==> config.mk <==
export PLATFORM = sky130hd
export DESIGN_NAME = sdram_arbit
export DESIGN_NICKNAME = d
export VERILOG_FILES = /design/src/rtl/sdram_arbit.sv
export SDC_FILE = /design/constraint.sdc
export NUM_CORES = 1
export LEC_CHECK = 0
export CORE_UTILIZATION = 36
export CTS_CLUSTER_SIZE = 28
export DETAILED_ROUTE_END_ITERATION = 10
export MAX_ROUTING_LAYER = met4
export PLACE_DENSITY_LB_ADDON = 0.15
export SLEW_MARGIN = 20
export SYNTH_ARGS = -nofsm -noshare
export SYNTH_HDL_FRONTEND = slang
export SYNTH_SLANG_ARGS = --single-unit
==> constraint.sdc <==
create_clock -name sclk -period 1.4 [get_ports sclk]
set_clock_uncertainty 0.2 [all_clocks]
set_input_delay 0.28 -clock sclk [delete_from_list [all_inputs] [get_ports sclk]]
set_output_delay 0.28 -clock sclk [all_outputs]
set_load 0.02 [all_outputs]
==> src/rtl/sdram_arbit.sv <==
// SDRAM command arbiter: holds the port for init, then grants refresh/write/read one at a time
// and drives the registered SDRAM command, bank and address pins from the granted requester.
module sdram_arbit #(
    parameter int REF_CYCLES = 750,
    parameter int ADDR_W     = 12,
    parameter int BANK_W     = 2
) (
    input  logic              sclk,
    input  logic              reset,
    input  logic              init_done,
    input  logic [3:0]        init_cmd,
    input  logic [BANK_W-1:0] init_bank,
    input  logic [ADDR_W-1:0] init_addr,
    input  logic [3:0]        ref_cmd,
    input  logic [BANK_W-1:0] ref_bank,
    input  logic [ADDR_W-1:0] ref_addr,
    input  logic [3:0]        wr_cmd,
    input  logic [BANK_W-1:0] wr_bank,
    input  logic [ADDR_W-1:0] wr_addr,
    input  logic [3:0]        rd_cmd,
    input  logic [BANK_W-1:0] rd_bank,
    input  logic [ADDR_W-1:0] rd_addr,
    input  logic              wr_req,
    input  logic              rd_req,
    input  logic              ref_end,
    input  logic              wr_end,
    input  logic              rd_end,
    output logic              ref_req,
    output logic              ref_en,
    output logic              wr_en,
    output logic              rd_en,
    output logic              sdram_cs,
    output logic              sdram_ras,
    output logic              sdram_cas,
    output logic              sdram_we,
    output logic [BANK_W-1:0] sdram_bank,
    output logic [ADDR_W-1:0] sdram_addr
);

    localparam int              CNT_W    = (REF_CYCLES > 1) ? $clog2(REF_CYCLES) : 1;
    localparam logic [CNT_W-1:0] REF_LAST = CNT_W'(REF_CYCLES - 1);

    localparam logic [2:0] S_INIT  = 3'd0;
    localparam logic [2:0] S_ARBIT = 3'd1;
    localparam logic [2:0] S_AREF  = 3'd2;
    localparam logic [2:0] S_WRITE = 3'd3;
    localparam logic [2:0] S_READ  = 3'd4;

    localparam logic [3:0] CMD_NOP = 4'b0111;

    logic [2:0]        state_q, state_d;
    logic              init_done_q, init_done_d;
    logic              last_wr_q, last_wr_d;
    logic [CNT_W-1:0]  ref_cnt_q, ref_cnt_d;
    logic              ref_req_q, ref_req_d;
    logic              ref_en_q, ref_en_d;
    logic              wr_en_q, wr_en_d;
    logic              rd_en_q, rd_en_d;
    logic [3:0]        cmd_q, cmd_d;
    logic [BANK_W-1:0] bank_q, bank_d;
    logic [ADDR_W-1:0] addr_q, addr_d;
    logic              ref_wrap_s;
    logic              ref_enter_s;

    // Next-state decision and round-robin bookkeeping
    always_comb begin
        state_d   = state_q;
        last_wr_d = last_wr_q;
        case (state_q)
            S_INIT: begin
                if (init_done) state_d = S_ARBIT;
                else           state_d = S_INIT;
            end
            S_ARBIT: begin
                if (ref_req_q)             state_d = S_AREF;
                else if (wr_req && rd_req) state_d = last_wr_q ? S_READ : S_WRITE;
                else if (wr_req)           state_d = S_WRITE;
                else if (rd_req)           state_d = S_READ;
                else                       state_d = S_ARBIT;
            end
            S_AREF: begin
                if (ref_end) state_d = S_ARBIT;
                else         state_d = S_AREF;
            end
            S_WRITE: begin
                if (wr_end) begin
                    state_d   = S_ARBIT;
                    last_wr_d = 1'b1;
                end else begin
                    state_d   = S_WRITE;
                end
            end
            S_READ: begin
                if (rd_end) begin
                    state_d   = S_ARBIT;
                    last_wr_d = 1'b0;
                end else begin
                    state_d   = S_READ;
                end
            end
            default: state_d = S_INIT;
        endcase
    end

    // Refresh timer and pending-refresh flag; a wrap on the AREF entry edge re-arms the flag
    always_comb begin
        init_done_d = init_done_q | ((state_q == S_INIT) & init_done);
        ref_wrap_s  = init_done_q && (ref_cnt_q == REF_LAST);
        ref_enter_s = (state_d == S_AREF) && (state_q != S_AREF);
        if (!init_done_q)   ref_cnt_d = {CNT_W{1'b0}};
        else if (ref_wrap_s) ref_cnt_d = {CNT_W{1'b0}};
        else                 ref_cnt_d = ref_cnt_q + {{(CNT_W-1){1'b0}}, 1'b1};
        if (ref_wrap_s)       ref_req_d = 1'b1;
        else if (ref_enter_s) ref_req_d = 1'b0;
        else                  ref_req_d = ref_req_q;
    end

    // Grants are registered from the next state so they track the state register exactly
    always_comb begin
        ref_en_d = (state_d == S_AREF);
        wr_en_d  = (state_d == S_WRITE);
        rd_en_d  = (state_d == S_READ);
    end

    // Pin mux selected by the current state
    always_comb begin
        case (state_q)
            S_INIT: begin
                cmd_d = init_cmd; bank_d = init_bank; addr_d = init_addr;
            end
            S_AREF: begin
                cmd_d = ref_cmd;  bank_d = ref_bank;  addr_d = ref_addr;
            end
            S_WRITE: begin
                cmd_d = wr_cmd;   bank_d = wr_bank;   addr_d = wr_addr;
            end
            S_READ: begin
                cmd_d = rd_cmd;   bank_d = rd_bank;   addr_d = rd_addr;
            end
            default: begin
                cmd_d = CMD_NOP; bank_d = {BANK_W{1'b0}}; addr_d = {ADDR_W{1'b0}};
            end
        endcase
    end

    // State, timer, grant and pin registers
    always_ff @(posedge sclk or negedge reset) begin
        if (!reset) begin
            state_q     <= S_INIT;
            init_done_q <= 1'b0;
            last_wr_q   <= 1'b0;
            ref_cnt_q   <= {CNT_W{1'b0}};
            ref_req_q   <= 1'b0;
            ref_en_q    <= 1'b0;
            wr_en_q     <= 1'b0;
            rd_en_q     <= 1'b0;
            cmd_q       <= CMD_NOP;
            bank_q      <= {BANK_W{1'b0}};
            addr_q      <= {ADDR_W{1'b0}};
        end else begin
            state_q     <= state_d;
            init_done_q <= init_done_d;
            last_wr_q   <= last_wr_d;
            ref_cnt_q   <= ref_cnt_d;
            ref_req_q   <= ref_req_d;
            ref_en_q    <= ref_en_d;
            wr_en_q     <= wr_en_d;
            rd_en_q     <= rd_en_d;
            cmd_q       <= cmd_d;
            bank_q      <= bank_d;
            addr_q      <= addr_d;
        end
    end

    assign ref_req    = ref_req_q;
    assign ref_en     = ref_en_q;
    assign wr_en      = wr_en_q;
    assign rd_en      = rd_en_q;
    assign sdram_cs   = cmd_q[3];
    assign sdram_ras  = cmd_q[2];
    assign sdram_cas  = cmd_q[1];
    assign sdram_we   = cmd_q[0];
    assign sdram_bank = bank_q;
    assign sdram_addr = addr_q;

endmodule
==> flow_summary.toml, run 1 <==
[sta]
setup_slack_ps = -144.5
final.setup.tns_ps = -2814
hold_viol_final = 0
fmax_ghz = 0.6474
drv_slew = 0
setup-violations-final = 36
whs_ps = 303.2
worstMarginPinSlew_ps = 270.5
rsz0062_at_grt = "yes"
finalCritPeriodShare_pct = 110.3
slew_headroom_pct = 81.81
fin_crit_ps = 1545

[synth]
synth_area_leader_cell = "dfrtp_1"
synth_area_leaders = "dfrtp_1 42%, mux2_2 8.9%, o2bb2ai_1 6.5%"
synth-compound-area-share_pct = 24.07
ys_types = 53
synth_mux_area_share_pct = 10.37
synth_top_family_by_area = "compound AO/OA/AOI/OAI gates"
syn-cell-area_um2 = 2027
synthTopCellsByCount = "34 x dfrtp_1, 16 x mux2_2, 15 x a22oi_1, 15 x o2bb2ai_1"
synth_edf_count = 0
synth-seq-cells = 37
synth_fa_ha_area_share_pct = 1.235
syn_area_per_cell_um2 = 11.02
synth_simple_gate_area_share_pct = 12.65
synthArstFlopShare_pct = 100.0
synth_xor_area_share_pct = 1.296
ys_seq_area_share_pct = 45.86
synthFlopType = "dfrtp_1"
synth.yosys.warnings = 0
mappedNetlistNets = 266
yosysTopAreaCellShare_pct = 41.98
yosysMostFrequentCell = "dfrtp_1"
synthCells = 184

[clock_network]
cts-root-buf = "clkbuf_8"
cts.clk_slew.worst_paths_ps = 80
clk_latency_ps = 290
cts_sinks = 37
htree_levels = 2
cts.path.max_buffers = 2
cts-buffers-inserted = 5
cts_tree = "done"

[outcome]
violations = "negative setup slack"
status = "complete, but fails checks"

[floorplanning]
num_rows = 26
io_pins = 102
die-width_um = 77.04
core_area_um2 = 5270
start_util_pct = 38.46
die_h_um = 77.04
dieArea_um2 = 5934

[pwr]
p_leak_uw = 0.001578
power_density_nw_per_um2 = 1751
peakVddDrop_mv = 1.203

[worst_setup_path]
path_cells = "inv_2, ha_4, nand4bb_4, o31ai_4, buf_6, nor2_1"
r2r-start = "ref_cnt_q[1]"
crit_path_max_fanout = 6
required_ps = 1380
worstSetupPathType = "reg -> reg"
crit_arrival_ps = 1530
cp-end-kind = "register"
crit_path_start = "ref_cnt_q[1]"
slowest_stage = "dfrtp_1"
crit_path_max_incr_delay_ps = 440
startpoint_type = "register"

[final_layout]
drive_gt1_share_pct = 45.65
antenna_cells = 0
nFillCells = 373
final_nets = 403
fin_area_um2 = 3784
multiInputGateArea_um2 = 1315
utilization_pct = 71.79
seq_area_um2 = 934.6
area_growth_pct = 86.67
fin_cells = 392

[global_routing]
grt_max_degree = 38
grt_usage_pct = 23.56
grt_antenna_before_repair = 0
grt.overflow.total = 0
grt_pass1_vias = 2078
grt_pass1_wl_um = 10650

[routing]
dr.pass1.iters = 4
drtAntennaViolNets = 0
via_count = 2021
drtIter0Drc = 45
drc = 0
routed_via_density = 5.156
wl_um = 6693
routedWlPerCell_um = 17.07

[job]
drv_cap = 0

[place]
io_buffer_count = 101
dp_hpwl_um = 4481
place.detailed.instances = 375
gp_congestion = 0.7633
placed_area_um2 = 3446

[hold_path]
hold_path.class = "in -> async"
## per-layer routing
metal  wire length (um)  GRT usage [%]  vias to the layer above
met5                  0              -                        -
li1                   -              -                      969
met3                374          5.000                        5
met4                 54          6.981                        0
met1               2982          29.45                      985
met2               3282          38.30                       62
## cell type report
cell class / count / area share, %
Tap cell: 70 / 2.315
Clock inverter: 3 / 0.4630
Inverter: 3 / 0.2976
Clock buffer: 5 / 1.819
Multi-Input combinational cell: 129 / 34.76
Sequential cell: 37 / 24.70
Timing Repair Buffer: 145 / 35.65
## layout by cell type, fill, tap and decap left out, types with 2 or more instances in the layout
cell type	synthesis	final
nand3_1	5	3
inv_2	0	2
buf_6	1	14
nand2_1	6	4
dfrtp_1	34	30
o2bb2ai_1	15	13
dfrtp_2	0	4
a22oi_2	0	15
a22o_1	2	2
nand2_2	1	3
a21boi_2	0	2
clkdlybuf4s50_1	0	78
buf_4	1	28
o22a_1	4	4
mux2_4	0	16
buf_12	0	4
buf_2	9	19
nand4_1	2	2
clkinv_2	0	2
xor2_1	2	2
dfstp_2	3	3
a21oi_2	0	4
clkbuf_8	0	5
nand3_4	0	2
a2bb2oi_1	2	2
mux2i_1	3	3
nand3b_1	2	2
o21ai_0	3	2
or3_1	3	2
o2bb2ai_2	0	2
nor2_1	9	7
nand2b_1	3	3
## worst paths after layout
path | depth (start not counted) | to | slack, ps
min in group sclk | 2 | sdram_addr[9] | 330
worst min register to register | 2 | ref_cnt_q[8] | 390
worst min-delay path | 3 | sdram_bank[0] | 300
worst max-delay path | 6 | ref_cnt_q[3] | -140
max in group asynchronous | 3 | cmd_q[2] | 440
worst max register to register | 6 | ref_cnt_q[3] | -140
## metrics by stage
step	total power [uW]	worst slack [ps]
4_1_cts	6543	-166.6
6_report	6626	-144.5
3_3_place_gp	5332	-255.7
3_5_place_dp	5382	-286.6
5_1_grt	7021	-216.2
2_1_floorplan	3888	-87.87
## power breakdown
| group | switching [uW] | internal [uW] |
|---|---|---|
| clock | 395 | 343 |
| combinational | 1920 | 2160 |
| sequential | 292 | 1520 |
## kinds of logic after synthesis
| logic type | Yosys count |
|---|---|
| fa+ha+maj | 2 |
| xor+xnor | 3 |
| mux | 19 |
| flops | 37 |
| simple gates | 45 |
| buf+inv | 18 |
| compound gates | 60 |
## state kept, by name (all words and copies together), names as in the netlist
name and flops:
ref_req 1, state_q 3, ref_cnt_q 10, last_wr_q 1, sdram_bank 2, ref_en 1
rd_en 1, sdram_addr 12, cmd_q 4, init_done_q 1, wr_en 1
## worst max-delay path, delay by kind of cell (launching register included)
kind,cells,cell delay [ps]
AND/OR/NAND/NOR,2,170
adder cells (fa/ha/maj),1,140
AO/OA/AOI/OAI,1,220
flip-flops,1,440
buffers and inverters,2,270
## timing repair
item	in CTS	in global routing
hold buffers	1	0
resized for setup	132	30
endpoints found under the hold margin	37	0
pin swaps	26	11
buffers inserted	7	3
setup endpoints to repair	58	53
Power figures use the tool's default switching activity.
==> inputs of run 2 (changes only) <==
--- a/config.mk
+++ b/config.mk
@@ -5,9 +5,10 @@
 export SDC_FILE = /design/constraint.sdc
 export NUM_CORES = 1
 export LEC_CHECK = 0
-export CORE_UTILIZATION = 36
+export CORE_UTILIZATION = 50
 export CTS_CLUSTER_SIZE = 28
 export DETAILED_ROUTE_END_ITERATION = 10
+export DONT_BUFFER_PORTS = 1
 export MAX_ROUTING_LAYER = met4
 export PLACE_DENSITY_LB_ADDON = 0.15
 export SLEW_MARGIN = 20
==> constraint.sdc (replaced) <==
create_clock -name sclk -period 1.9 [get_ports sclk]
set_clock_uncertainty 0.2 [all_clocks]
set_input_delay 0.38 -clock sclk [delete_from_list [all_inputs] [get_ports sclk]]
set_output_delay 0.38 -clock sclk [all_outputs]
set_load 0.02 [all_outputs]
==> run 2 against run 1 <==
  * The run now ends clean
  * Sequential power fell by 10%
  * Final cell count fell by 39%
  * Core utilization fell by 12 points
  * Clock-buffer cell count did not move
  * Critical endpoint is now sdram_addr[5]
  * Largest cell class is now multi-input combinational cells
  * Largest power group is now sequential cells
==> flow_summary.toml, run 2 (synthesis gave the netlist of run 1 again) <==
[place]
place_ws_ps = 176.7
dp_hpwl_um = 3483
gp_congestion = 0.8582
place.detailed.instances = 226
io_buffer_count = 0

[pwr]
internal_power_uw = 2052
pwr-share-seq_pct = 46.1
switchingPower_uw = 1456
power.share.switching_pct = 41.50
p_leak_uw = 0.0009164
clkPwrFrac_pct = 15.3
power_density_nw_per_um2 = 1563
peakVddDrop_mv = 0.6128
p_comb_share_pct = 38.6

[global_routing]
grt_pass1_wl_um = 7196
grt_usage_pct = 23.14
grt_pass1_vias = 1529
grt.overflow.total = 0
grt_antenna_before_repair = 0
grt_max_degree = 38

[final_layout]
nFillCells = 319
multiInputGateArea_um2 = 1006
utilization_pct = 59.49
area_growth_pct = 10.68
final_cell_mix = "34 x dfrtp_1, 16 x mux2_2, 15 x a22oi_1, 15 x o2bb2ai_1, 9 x nor2_1"
final_common_cell = "dfrtp_1"
drive_gt1_share_pct = 22.40
seq_area_um2 = 929.6
antenna_cells = 0
final_nets = 273
largest_reg_flops = 12
fin_cells = 240

[sta]
rsz0062_at_grt = "no"
slew_headroom_pct = 71.60
worstMarginPinSlew_ps = 426.0
setup_slack_ps = 163.7
drv_slew = 0
final.setup.tns_ps = 0
finalCritPeriodShare_pct = 91.38
setup-violations-final = 0
hold_viol_final = 0
fmax_ghz = 0.5759
fin_crit_ps = 1736

[worst_setup_path]
required_ps = 1880
path_cells = "buf_4, mux2_2, a22oi_1, o2bb2ai_1"
crit_arrival_ps = 1710
startpoint_type = "register"
crit_path_max_fanout = 14
slowest_stage = "dfrtp_1"
worstSetupPathType = "reg -> reg"
crit_path_max_incr_delay_ps = 610
cp-end-kind = "register"
cp.buffers_inverters = 1
crit_family = "flip-flops"

[floorplanning]
die-width_um = 65.67
num_rows = 22
start_util_pct = 53.75
io_pins = 102
die_h_um = 65.67
core_area_um2 = 3771
dieArea_um2 = 4313

[job]
drv_cap = 0

[routing]
dr.pass1.iters = 5
drc = 0
routedWlPerCell_um = 19.31
wl_um = 4635
drtIter0Drc = 119
routed_via_density = 6.329
via_count = 1519
drtAntennaViolNets = 0

[clock_network]
cts-buffers-inserted = 5
cts_tree = "done"
clk_latency_ps = 290
cts.path.max_buffers = 2
cts.clk_slew.worst_paths_ps = 80
cts_sinks = 37
htree_levels = 2
cts-root-buf = "clkbuf_8"

[hold_path]
hold_path.class = "in -> reg"

[outcome]
status = "complete, no violations"
-- run 2: cell types whose count changed in the layout (fill, tap and decap cells not counted), moves of 14 or more --
| cell | change |
|---|---|
| a22oi_1 | +15 |
| mux2_2 | +16 |
| a22oi_2 | -15 |
| clkdlybuf4s50_1 | -78 |
| buf_4 | -20 |
| buf_2 | -19 |
| buf_6 | -14 |
| mux2_4 | -16 |
-- run 2: stage by stage --
| step | power (uW) | hold slack [ps] | instance area [um2] |
|---|---|---|---|
| floorplan | 2651 | -115.6 | 2027 |
| global placement | 2895 | -114.9 | 2087 |
| detailed placement | 2967 | -114.8 | 2087 |
| CTS | 3530 | 2.028 | 2203 |
| global route | 3784 | 0.2477 | 2243 |
| finish | 3507 | 11.77 | 2243 |
-- run 2: layer usage --
metal	vias up	track usage, %	part of all wire [%]	wire [um]
met3	8	7.292	6.6	306
met2	63	36.73	53	2447
met5	-	-	0	0
met4	0	10.05	1.8	83
met1	733	26.77	39	1798
li1	715	-	-	-
-- run 2: cell type report --
type	instances	area share [%]
inverter	3	0.5020
timing repair buffer	15	6.693
clock buffer	5	3.067
tap	48	2.677
multi-input combinational	129	44.84
clock inverter	3	0.7808
sequential	37	41.44
-- run 2: path summary, 6_finish.rpt --
path,start,to,slack (ps),depth (start not counted)
min reg2reg,ref_cnt_q[0],ref_cnt_q[0],360,1
min in group asynchronous,reset,state_q[1],370,2
max in group asynchronous,reset,cmd_q[1],880,2
min,wr_addr[3],sdram_addr[3],10,1
max reg2reg,state_q[1],sdram_addr[5],160,4
max,state_q[1],sdram_addr[5],160,4
-- run 2: worst register-to-register path: cells and delay by family (launching register included) --
kind | cells | cell delay [ps]
buf+inv | 1 | 230
flops | 1 | 610
compound gates | 2 | 250
mux | 1 | 330
-- run 2: repair_timing --
item / CTS / global route
setup buffers: 0 / 0
hold endpoints to repair: 37 / 4
hold buffers: 2 / 4
gates resized for setup: 0 / 0
-- run 2: power by group through the flow --
stage	combinational (uW)	sequential, uW	clock [uW]
after floorplan	1140	1510	0
after global placement	1270	1620	0
after detailed placement	1330	1630	0
after CTS	1350	1620	556
after global routing	1530	1660	600
final	1350	1620	537
